File: src/rtl/npc_axi_pkg.sv
// Shared AXI constants and router state encodings for the core's memory fabric.
package npc_axi_pkg;

    localparam logic [1:0]  AXI_RESP_OKAY   = 2'b00;
    localparam logic [1:0]  AXI_RESP_SLVERR = 2'b10;

    localparam logic [31:0] CLINT_BASE = 32'h0200_0000;
    localparam logic [31:0] CLINT_MASK = 32'hFFFF_0000;

    typedef enum logic [1:0] {
        R_IDLE,
        R_ADDR,
        R_DATA
    } rstate_e;

    typedef enum logic [2:0] {
        W_IDLE,
        W_ADDR,
        W_DATA,
        W_RESP,
        W_DROP,
        W_ERR
    } wstate_e;

endpackage

File: src/rtl/axi_region_decode.sv
// Combinational region match: hit when the masked address equals the region base.
module axi_region_decode #(
    parameter logic [31:0] BASE = 32'h0200_0000,
    parameter logic [31:0] MASK = 32'hFFFF_0000
) (
    input  logic [31:0] addr,
    output logic        hit
);

    assign hit = ((addr & MASK) == BASE);

endmodule

File: src/rtl/axi_addr_router.sv
// 1-to-2 AXI4 router: arbiter traffic goes to the CLINT (read-only) or the external SoC port.
// State table
//   R_IDLE | read path free, accepting ar
//   R_ADDR | latched ar presented to the selected slave
//   R_DATA | r channel passed through from the selected slave until rlast
//   W_IDLE | write path free, accepting aw
//   W_ADDR | latched aw presented to the external port
//   W_DATA | w channel passed through to the external port until wlast
//   W_RESP | b channel passed through from the external port
//   W_DROP | CLINT write: data beats swallowed until wlast
//   W_ERR  | local SLVERR response for the dropped CLINT write
module axi_addr_router #(
    parameter int          DATA_WIDTH = 32,
    parameter logic [31:0] CLINT_BASE = 32'h0200_0000,
    parameter logic [31:0] CLINT_MASK = 32'hFFFF_0000
) (
    input  logic                    clock,
    input  logic                    rst,
    // arbiter side
    input  logic                    m_arvalid,
    input  logic [31:0]             m_araddr,
    input  logic [3:0]              m_arid,
    input  logic [7:0]              m_arlen,
    input  logic [2:0]              m_arsize,
    input  logic [1:0]              m_arburst,
    output logic                    m_arready,
    output logic                    m_rvalid,
    output logic [DATA_WIDTH-1:0]   m_rdata,
    output logic [1:0]              m_rresp,
    output logic [3:0]              m_rid,
    output logic                    m_rlast,
    input  logic                    m_rready,
    input  logic                    m_awvalid,
    input  logic [31:0]             m_awaddr,
    input  logic [3:0]              m_awid,
    input  logic [7:0]              m_awlen,
    input  logic [2:0]              m_awsize,
    input  logic [1:0]              m_awburst,
    output logic                    m_awready,
    input  logic                    m_wvalid,
    input  logic [DATA_WIDTH-1:0]   m_wdata,
    input  logic [DATA_WIDTH/8-1:0] m_wstrb,
    input  logic                    m_wlast,
    output logic                    m_wready,
    output logic                    m_bvalid,
    output logic [1:0]              m_bresp,
    output logic [3:0]              m_bid,
    input  logic                    m_bready,
    // external SoC port
    output logic                    x_arvalid,
    output logic [31:0]             x_araddr,
    output logic [3:0]              x_arid,
    output logic [7:0]              x_arlen,
    output logic [2:0]              x_arsize,
    output logic [1:0]              x_arburst,
    input  logic                    x_arready,
    input  logic                    x_rvalid,
    input  logic [DATA_WIDTH-1:0]   x_rdata,
    input  logic [1:0]              x_rresp,
    input  logic [3:0]              x_rid,
    input  logic                    x_rlast,
    output logic                    x_rready,
    output logic                    x_awvalid,
    output logic [31:0]             x_awaddr,
    output logic [3:0]              x_awid,
    output logic [7:0]              x_awlen,
    output logic [2:0]              x_awsize,
    output logic [1:0]              x_awburst,
    input  logic                    x_awready,
    output logic                    x_wvalid,
    output logic [DATA_WIDTH-1:0]   x_wdata,
    output logic [DATA_WIDTH/8-1:0] x_wstrb,
    output logic                    x_wlast,
    input  logic                    x_wready,
    input  logic                    x_bvalid,
    input  logic [1:0]              x_bresp,
    input  logic [3:0]              x_bid,
    output logic                    x_bready,
    // CLINT slave (read only)
    output logic                    c_arvalid,
    output logic [31:0]             c_araddr,
    output logic [3:0]              c_arid,
    output logic [7:0]              c_arlen,
    output logic [2:0]              c_arsize,
    output logic [1:0]              c_arburst,
    input  logic                    c_arready,
    input  logic                    c_rvalid,
    input  logic [DATA_WIDTH-1:0]   c_rdata,
    input  logic [1:0]              c_rresp,
    input  logic [3:0]              c_rid,
    input  logic                    c_rlast,
    output logic                    c_rready
);

    import npc_axi_pkg::*;

    rstate_e     rstate_q, rstate_d;
    wstate_e     wstate_q, wstate_d;

    logic [31:0] ar_addr_q, ar_addr_d;
    logic [3:0]  ar_id_q, ar_id_d;
    logic [7:0]  ar_len_q, ar_len_d;
    logic [2:0]  ar_size_q, ar_size_d;
    logic [1:0]  ar_burst_q, ar_burst_d;
    logic        r_sel_q, r_sel_d;

    logic [31:0] aw_addr_q, aw_addr_d;
    logic [3:0]  aw_id_q, aw_id_d;
    logic [7:0]  aw_len_q, aw_len_d;
    logic [2:0]  aw_size_q, aw_size_d;
    logic [1:0]  aw_burst_q, aw_burst_d;

    logic        ar_hit;
    logic        aw_hit;

    axi_region_decode #(.BASE(CLINT_BASE), .MASK(CLINT_MASK)) u_ar_decode (
        .addr (m_araddr),
        .hit  (ar_hit)
    );

    axi_region_decode #(.BASE(CLINT_BASE), .MASK(CLINT_MASK)) u_aw_decode (
        .addr (m_awaddr),
        .hit  (aw_hit)
    );

    always_ff @(posedge clock) begin
        if (!rst) begin
            rstate_q   <= R_IDLE;
            wstate_q   <= W_IDLE;
            ar_addr_q  <= '0;
            ar_id_q    <= '0;
            ar_len_q   <= '0;
            ar_size_q  <= '0;
            ar_burst_q <= '0;
            r_sel_q    <= 1'b0;
            aw_addr_q  <= '0;
            aw_id_q    <= '0;
            aw_len_q   <= '0;
            aw_size_q  <= '0;
            aw_burst_q <= '0;
        end else begin
            rstate_q   <= rstate_d;
            wstate_q   <= wstate_d;
            ar_addr_q  <= ar_addr_d;
            ar_id_q    <= ar_id_d;
            ar_len_q   <= ar_len_d;
            ar_size_q  <= ar_size_d;
            ar_burst_q <= ar_burst_d;
            r_sel_q    <= r_sel_d;
            aw_addr_q  <= aw_addr_d;
            aw_id_q    <= aw_id_d;
            aw_len_q   <= aw_len_d;
            aw_size_q  <= aw_size_d;
            aw_burst_q <= aw_burst_d;
        end
    end

    // Address payload is always driven from the latches so it cannot move while valid is up.
    assign x_araddr  = ar_addr_q;
    assign x_arid    = ar_id_q;
    assign x_arlen   = ar_len_q;
    assign x_arsize  = ar_size_q;
    assign x_arburst = ar_burst_q;
    assign c_araddr  = ar_addr_q;
    assign c_arid    = ar_id_q;
    assign c_arlen   = ar_len_q;
    assign c_arsize  = ar_size_q;
    assign c_arburst = ar_burst_q;
    assign x_awaddr  = aw_addr_q;
    assign x_awid    = aw_id_q;
    assign x_awlen   = aw_len_q;
    assign x_awsize  = aw_size_q;
    assign x_awburst = aw_burst_q;
    assign x_wdata   = m_wdata;
    assign x_wstrb   = m_wstrb;
    assign x_wlast   = m_wlast;

    // r_sel_q: 1 = CLINT, 0 = external
    always_comb begin
        rstate_d   = rstate_q;
        ar_addr_d  = ar_addr_q;
        ar_id_d    = ar_id_q;
        ar_len_d   = ar_len_q;
        ar_size_d  = ar_size_q;
        ar_burst_d = ar_burst_q;
        r_sel_d    = r_sel_q;
        m_arready  = 1'b0;
        x_arvalid  = 1'b0;
        c_arvalid  = 1'b0;
        m_rvalid   = 1'b0;
        m_rdata    = '0;
        m_rresp    = AXI_RESP_OKAY;
        m_rid      = '0;
        m_rlast    = 1'b0;
        x_rready   = 1'b0;
        c_rready   = 1'b0;
        case (rstate_q)
            R_IDLE: begin
                m_arready = 1'b1;
                if (m_arvalid) begin
                    ar_addr_d  = m_araddr;
                    ar_id_d    = m_arid;
                    ar_len_d   = m_arlen;
                    ar_size_d  = m_arsize;
                    ar_burst_d = m_arburst;
                    r_sel_d    = ar_hit;
                    rstate_d   = R_ADDR;
                end
            end
            R_ADDR: begin
                x_arvalid = !r_sel_q;
                c_arvalid = r_sel_q;
                if (r_sel_q ? c_arready : x_arready)
                    rstate_d = R_DATA;
            end
            R_DATA: begin
                if (r_sel_q) begin
                    m_rvalid = c_rvalid;
                    m_rdata  = c_rdata;
                    m_rresp  = c_rresp;
                    m_rid    = c_rid;
                    m_rlast  = c_rlast;
                    c_rready = m_rready;
                end else begin
                    m_rvalid = x_rvalid;
                    m_rdata  = x_rdata;
                    m_rresp  = x_rresp;
                    m_rid    = x_rid;
                    m_rlast  = x_rlast;
                    x_rready = m_rready;
                end
                if (m_rvalid && m_rready && m_rlast)
                    rstate_d = R_IDLE;
            end
            default: rstate_d = R_IDLE;
        endcase
    end

    always_comb begin
        wstate_d   = wstate_q;
        aw_addr_d  = aw_addr_q;
        aw_id_d    = aw_id_q;
        aw_len_d   = aw_len_q;
        aw_size_d  = aw_size_q;
        aw_burst_d = aw_burst_q;
        m_awready  = 1'b0;
        x_awvalid  = 1'b0;
        x_wvalid   = 1'b0;
        m_wready   = 1'b0;
        m_bvalid   = 1'b0;
        m_bresp    = AXI_RESP_OKAY;
        m_bid      = '0;
        x_bready   = 1'b0;
        case (wstate_q)
            W_IDLE: begin
                m_awready = 1'b1;
                if (m_awvalid) begin
                    aw_addr_d  = m_awaddr;
                    aw_id_d    = m_awid;
                    aw_len_d   = m_awlen;
                    aw_size_d  = m_awsize;
                    aw_burst_d = m_awburst;
                    wstate_d   = aw_hit ? W_DROP : W_ADDR;
                end
            end
            W_ADDR: begin
                x_awvalid = 1'b1;
                if (x_awready)
                    wstate_d = W_DATA;
            end
            W_DATA: begin
                x_wvalid = m_wvalid;
                m_wready = x_wready;
                if (m_wvalid && x_wready && m_wlast)
                    wstate_d = W_RESP;
            end
            W_RESP: begin
                m_bvalid = x_bvalid;
                m_bresp  = x_bresp;
                m_bid    = x_bid;
                x_bready = m_bready;
                if (x_bvalid && m_bready)
                    wstate_d = W_IDLE;
            end
            W_DROP: begin
                m_wready = 1'b1;
                if (m_wvalid && m_wlast)
                    wstate_d = W_ERR;
            end
            W_ERR: begin
                m_bvalid = 1'b1;
                m_bresp  = AXI_RESP_SLVERR;
                m_bid    = aw_id_q;
                if (m_bready)
                    wstate_d = W_IDLE;
            end
            default: wstate_d = W_IDLE;
        endcase
    end

endmodule
File: config.mk
export PLATFORM = sky130hd
export DESIGN_NAME = axi_addr_router
export DESIGN_NICKNAME = d
export VERILOG_FILES = /design/src/rtl/npc_axi_pkg.sv /design/src/rtl/axi_region_decode.sv /design/src/rtl/axi_addr_router.sv
export SDC_FILE = /design/constraint.sdc
export NUM_CORES = 1
export LEC_CHECK = 0
export CAP_MARGIN = 20
export CORE_AREA = 3 3 181 183
export CTS_BUF_LIST = sky130_fd_sc_hd__clkbuf_8
export DETAILED_ROUTE_END_ITERATION = 6
export DIE_AREA = 0 0 184 186
export HOLD_SLACK_MARGIN = 0.15
export SETUP_SLACK_MARGIN = 0.2
export SLEW_MARGIN = 20
export SYNTH_ARGS = -nofsm -noshare
export SYNTH_HDL_FRONTEND = slang
export SYNTH_SLANG_ARGS = --single-unit
File: constraint.sdc
create_clock -name clock -period 1.3 [get_ports clock]
set_input_delay 0.13 -clock clock [delete_from_list [all_inputs] [get_ports clock]]
set_output_delay 0.13 -clock clock [all_outputs]
set_load 0.03 [all_outputs]
==> parameters.txt <==
Parameter                              Value

Status
  Result of the run ... complete, but fails checks
  Violated checks ... setup timing

Timing
  Tcrit/Tclk final ... 1.33
  Max Fclk ... a little under 600 MHz
  Tightest slew margin relative to the limit ... 0.768
  Tmin final ... 1.72 ns
  Final TNS setup ... -36.64 ns
  Number of failing hold endpoints at the final stage ... 0
  Worst slack on hold paths ... about 0.26 ns
  Pin slew with the least headroom to its limit ... about 0.34 ns
  Clock skew ... 0.0173 ns
  Total setup violations reported at the end of the flow ... approximately 160
  Setup repair after global routing missed its margin ... yes
  Final Max Slew Viols ... 0
  Worst Slack Setup Final ... -0.425 ns

Worst setup path
  Req. time, crit path ... ~1.2 ns
  Data arrival, critical path ... 1.59 ns
  Startpoint kind of the worst setup timing path ... register
  Kind of critical path ... reg2out
  CP endpoint ... m_rdata[13]
  Worst reg2reg path endpoint ... x_awid[0]$_SDFFE_PN0P_
  Sort of element at the end of the critical path ... output port
  Setup slack of the worst register-to-register path ... -0.27 ns
  FF-to-FF Start ... wstate_q[0]$_SDFFE_PN0P_
  Register-to-Register Path Depth ... 7
  Launching instance or port of the critical path ... r_sel_q$_SDFFE_PN0P_
  Crit Path Max Fanout ... 8

Clock tree
  Clk pin slew, worst setup/hold paths ... 0.11 ns
  Maximum buffer depth of the clock tree ... 2
  Clock buffer count from CTS ... 9
  Clock H-tree levels ... 3
  Clock Sink Count ... 104
  Buffer type at the clock tree root ... sky130_fd_sc_hd__clkbuf_8
  Worst skew pair latency ... 0.38 ns
  CTS tree ... done

Pwr
  Peak supply drop ... slightly below 700 uV
  Power per standard cell area ... 1140 nW/um^2
  Fraction of power consumed by sequential logic ... 0.275
  Share of total power consumed by net switching ... 0.409
  Total power draw ... between 10 and 15 mW
  Leakage ... 5.13 nW
  Part of the total power dissipated in combinational logic ... 0.583
  Reported net switching power ... just under 6 mW
  Clock share of power ... 0.142
  Internal Dissipation ... approximately 8.6 mW

Floorplanning
  Placeable core region ... 31,400 um^2
  Top-Level Pins ... 474
  Row Count ... 65
  Floorplan die area ... ~34,000 um^2
  Initial Util ... 0.169
  Die width ... around 180 um
  Height of the die ... between 150 and 200 um

Global route
  Aggregate global-route resource usage ... 0.134
  Maximum number of pins on one net before global-route repair ... 48
  Global-route wire length before repair ... 35,600 um
  Number of global-route vias before repair ... 6,172
  Total congestion overflow after global routing ... 0
  Antenna violations before repair ... 0

Detailed routing
  Via-to-Cell Ratio ... roughly 4.2
  Initial detailed-routing violation count ... 150
  Routed length per placed instance ... between 15 and 20 um
  DR pass1 iterations ... 4
  Remaining antenna violation count after routing ... 0
  Vias post-DR ... approximately 6.3k
  Number of DRC violations after detailed routing ... 0
  Total Routed Length ... 26,200 um

Final layout
  Area Overhead vs Synth ... 141%
  Number of nets in the layout ... 1,337
  Post-route non-filler standard cell count ... around 1.5k
  Proportion of layout cells with a drive suffix above 1 ... 0.647
  Layout Utilization ... 0.406

Logic synthesis
  Yosys warning count ... 0
  Post-synthesis average cell area ... 7.62 um^2
  Synth cell count leaders ... 200 x sky130_fd_sc_hd__nand2_1, 109 x sky130_fd_sc_hd__a21oi_1, 104 x sky130_fd_sc_hd__dfxtp_1
  Compound-Gate Fraction of Synth Area ... 0.124
  Area share of the largest cell type after synthesis ... 0.393
  Arithmetic-cell share of the synthesized area counting full adders, half adders and majority gates ... 0
  Distinct cell type count of the synthesized netlist ... 38
  Combinational family with the most area after synthesis ... simple AND/OR/NAND/NOR gates
  Leading register cell type out of synthesis ... sky130_fd_sc_hd__dfxtp_1
  Number of flops mapped to enable cells by yosys ... 0
  Share of synthesized flip-flops with an asynchronous set or reset ... 0
  Synthesized cell area ... 5290 um^2
  Top-count cell post-synth ... sky130_fd_sc_hd__nand2_1
  Multiplexer share of the synthesized area ... 0.0756
  Cell type with the highest aggregate area in the netlist ... sky130_fd_sc_hd__dfxtp_1
  Share of the yosys chip area belonging to registers ... 0.393
  Fraction of synthesized cell area in xor and xnor cells ... 0
  Synth Instances ... roughly 700
  Number of nets produced by synthesis ... between 900 and 1k
  Largest cells by area after synthesis ... sky130_fd_sc_hd__dfxtp_1 39%, sky130_fd_sc_hd__nand2_1 14%, sky130_fd_sc_hd__buf_4 13%, sky130_fd_sc_hd__a21oi_1 10%, sky130_fd_sc_hd__mux2i_1 7.6%
  Share of synthesized cell area in and, or, nand and nor gates ... 0.231
  Register bit total from synthesis ... 104

Job
  Max-Cap Viols ... 0

Place
  Half-perimeter wire length after placement ... about 19,000 um
  DP Cell Count ... 1,438
  Number of port buffers ... 401
  Final RePlAce weighted congestion ... roughly 0.76

Worst hold path
  Type of the worst min-delay path ... in2out
## stage by stage
step	setup slack, ns	instance area [um^2]
2_1_floorplan	-0.161	6370
3_3_place_gp	-0.557	10500
3_5_place_dp	-0.484	10500
4_1_cts	-0.507	11200
5_1_grt	-0.512	12700
6_report	-0.425	12700
## cells in the final DEF (no fill, tap or decap), types with 29 or more instances in the layout
cell                              count
sky130_fd_sc_hd__buf_4              167
sky130_fd_sc_hd__clkdlybuf4s50_1    196
sky130_fd_sc_hd__nand2_1            112
sky130_fd_sc_hd__nand2_4             74
sky130_fd_sc_hd__a21oi_2             90
sky130_fd_sc_hd__mux2i_4             40
sky130_fd_sc_hd__nor2_4              43
sky130_fd_sc_hd__dfxtp_1             40
sky130_fd_sc_hd__dfxtp_2             49
sky130_fd_sc_hd__buf_6              116
sky130_fd_sc_hd__buf_12              29
## metal layers
metal	up-vias	global-route usage	wire length [um]	share of wire
met3	21	0.0356	2140	0.082
met1	2988	0.158	10000	0.38
met5	-	0	0	0
met4	0	0.0336	243	0.0093
li1	3015	-	-	-
met2	251	0.241	13800	0.53
## cells by family (layout without fill, tap and decap cells)
| kind of cell | Yosys count | after routing |
|---|---|---|
| AOI/OAI and AO/OA | 123 | 123 |
| muxes | 40 | 40 |
| and+or+nand+nor | 289 | 289 |
| buffers and inverters | 139 | 553 |
| DFF | 104 | 104 |
| other | 0 | 1 |
## critical path, stage by stage (launching register included)
cell                      delay, ns
sky130_fd_sc_hd__dfxtp_4       0.41
sky130_fd_sc_hd__buf_6         0.14
sky130_fd_sc_hd__buf_12        0.17
sky130_fd_sc_hd__mux2i_4       0.29
sky130_fd_sc_hd__nor2_4        0.04
sky130_fd_sc_hd__buf_6         0.14
## state kept, by name, indices dropped and copies added (netlist names)
| register | cells |
|---|---|
| x_awid | 4 |
| c_arlen | 8 |
| wstate_q | 3 |
| rstate_q | 2 |
| x_awsize | 3 |
| x_awburst | 2 |
| x_awlen | 8 |
| c_arsize | 3 |
| x_awaddr | 32 |
| r_sel_q | 1 |
| c_arid | 4 |
| c_arburst | 2 |
| c_araddr | 32 |
## worst min path at each step
stage	from	to	cells after the start
6_report	m_wdata[6]	x_wdata[6]	0
5_1_grt	m_awsize[2]	x_awsize[2]$_SDFFE_PN0P_	3
4_1_cts	m_arlen[7]	c_arlen[7]$_SDFFE_PN0P_	3
3_5_place_dp	m_wdata[14]	x_wdata[14]	0
3_3_place_gp	m_wdata[14]	x_wdata[14]	0
2_1_floorplan	m_araddr[27]	c_araddr[27]$_SDFFE_PN0P_	2
## area by class of cell
class                      count  area [um^2]
antenna                        1         2.50
clock buffer                  10          138
clock inverter                 6         50.0
fill                        3066        18700
inverter                       4         16.3
multi-input combinational    452         4280
sequential                   104         2200
tap                          402          503
timing repair buffer         533         5550
## power groups by stage
stage | logic [mW] | clock network (mW) | registers, mW
3_5_place_dp | 6.11 | 0 | 4.05
4_1_cts | 6.96 | 2.23 | 3.97
6_report | 8.45 | 2.06 | 3.99
3_3_place_gp | 6.10 | 0 | 4.03
2_1_floorplan | 2.94 | 0 | 4.76
5_1_grt | 8.92 | 2.31 | 4.05
## repair_timing
item,CTS,global route
cloned,6,7
setup buffers,28,16
gates resized for setup,1079,351
hold buffers,0,0
pin swaps,32,171
setup endpoints to repair,306,217
Note: power is estimated with default switching activity, not from simulation.
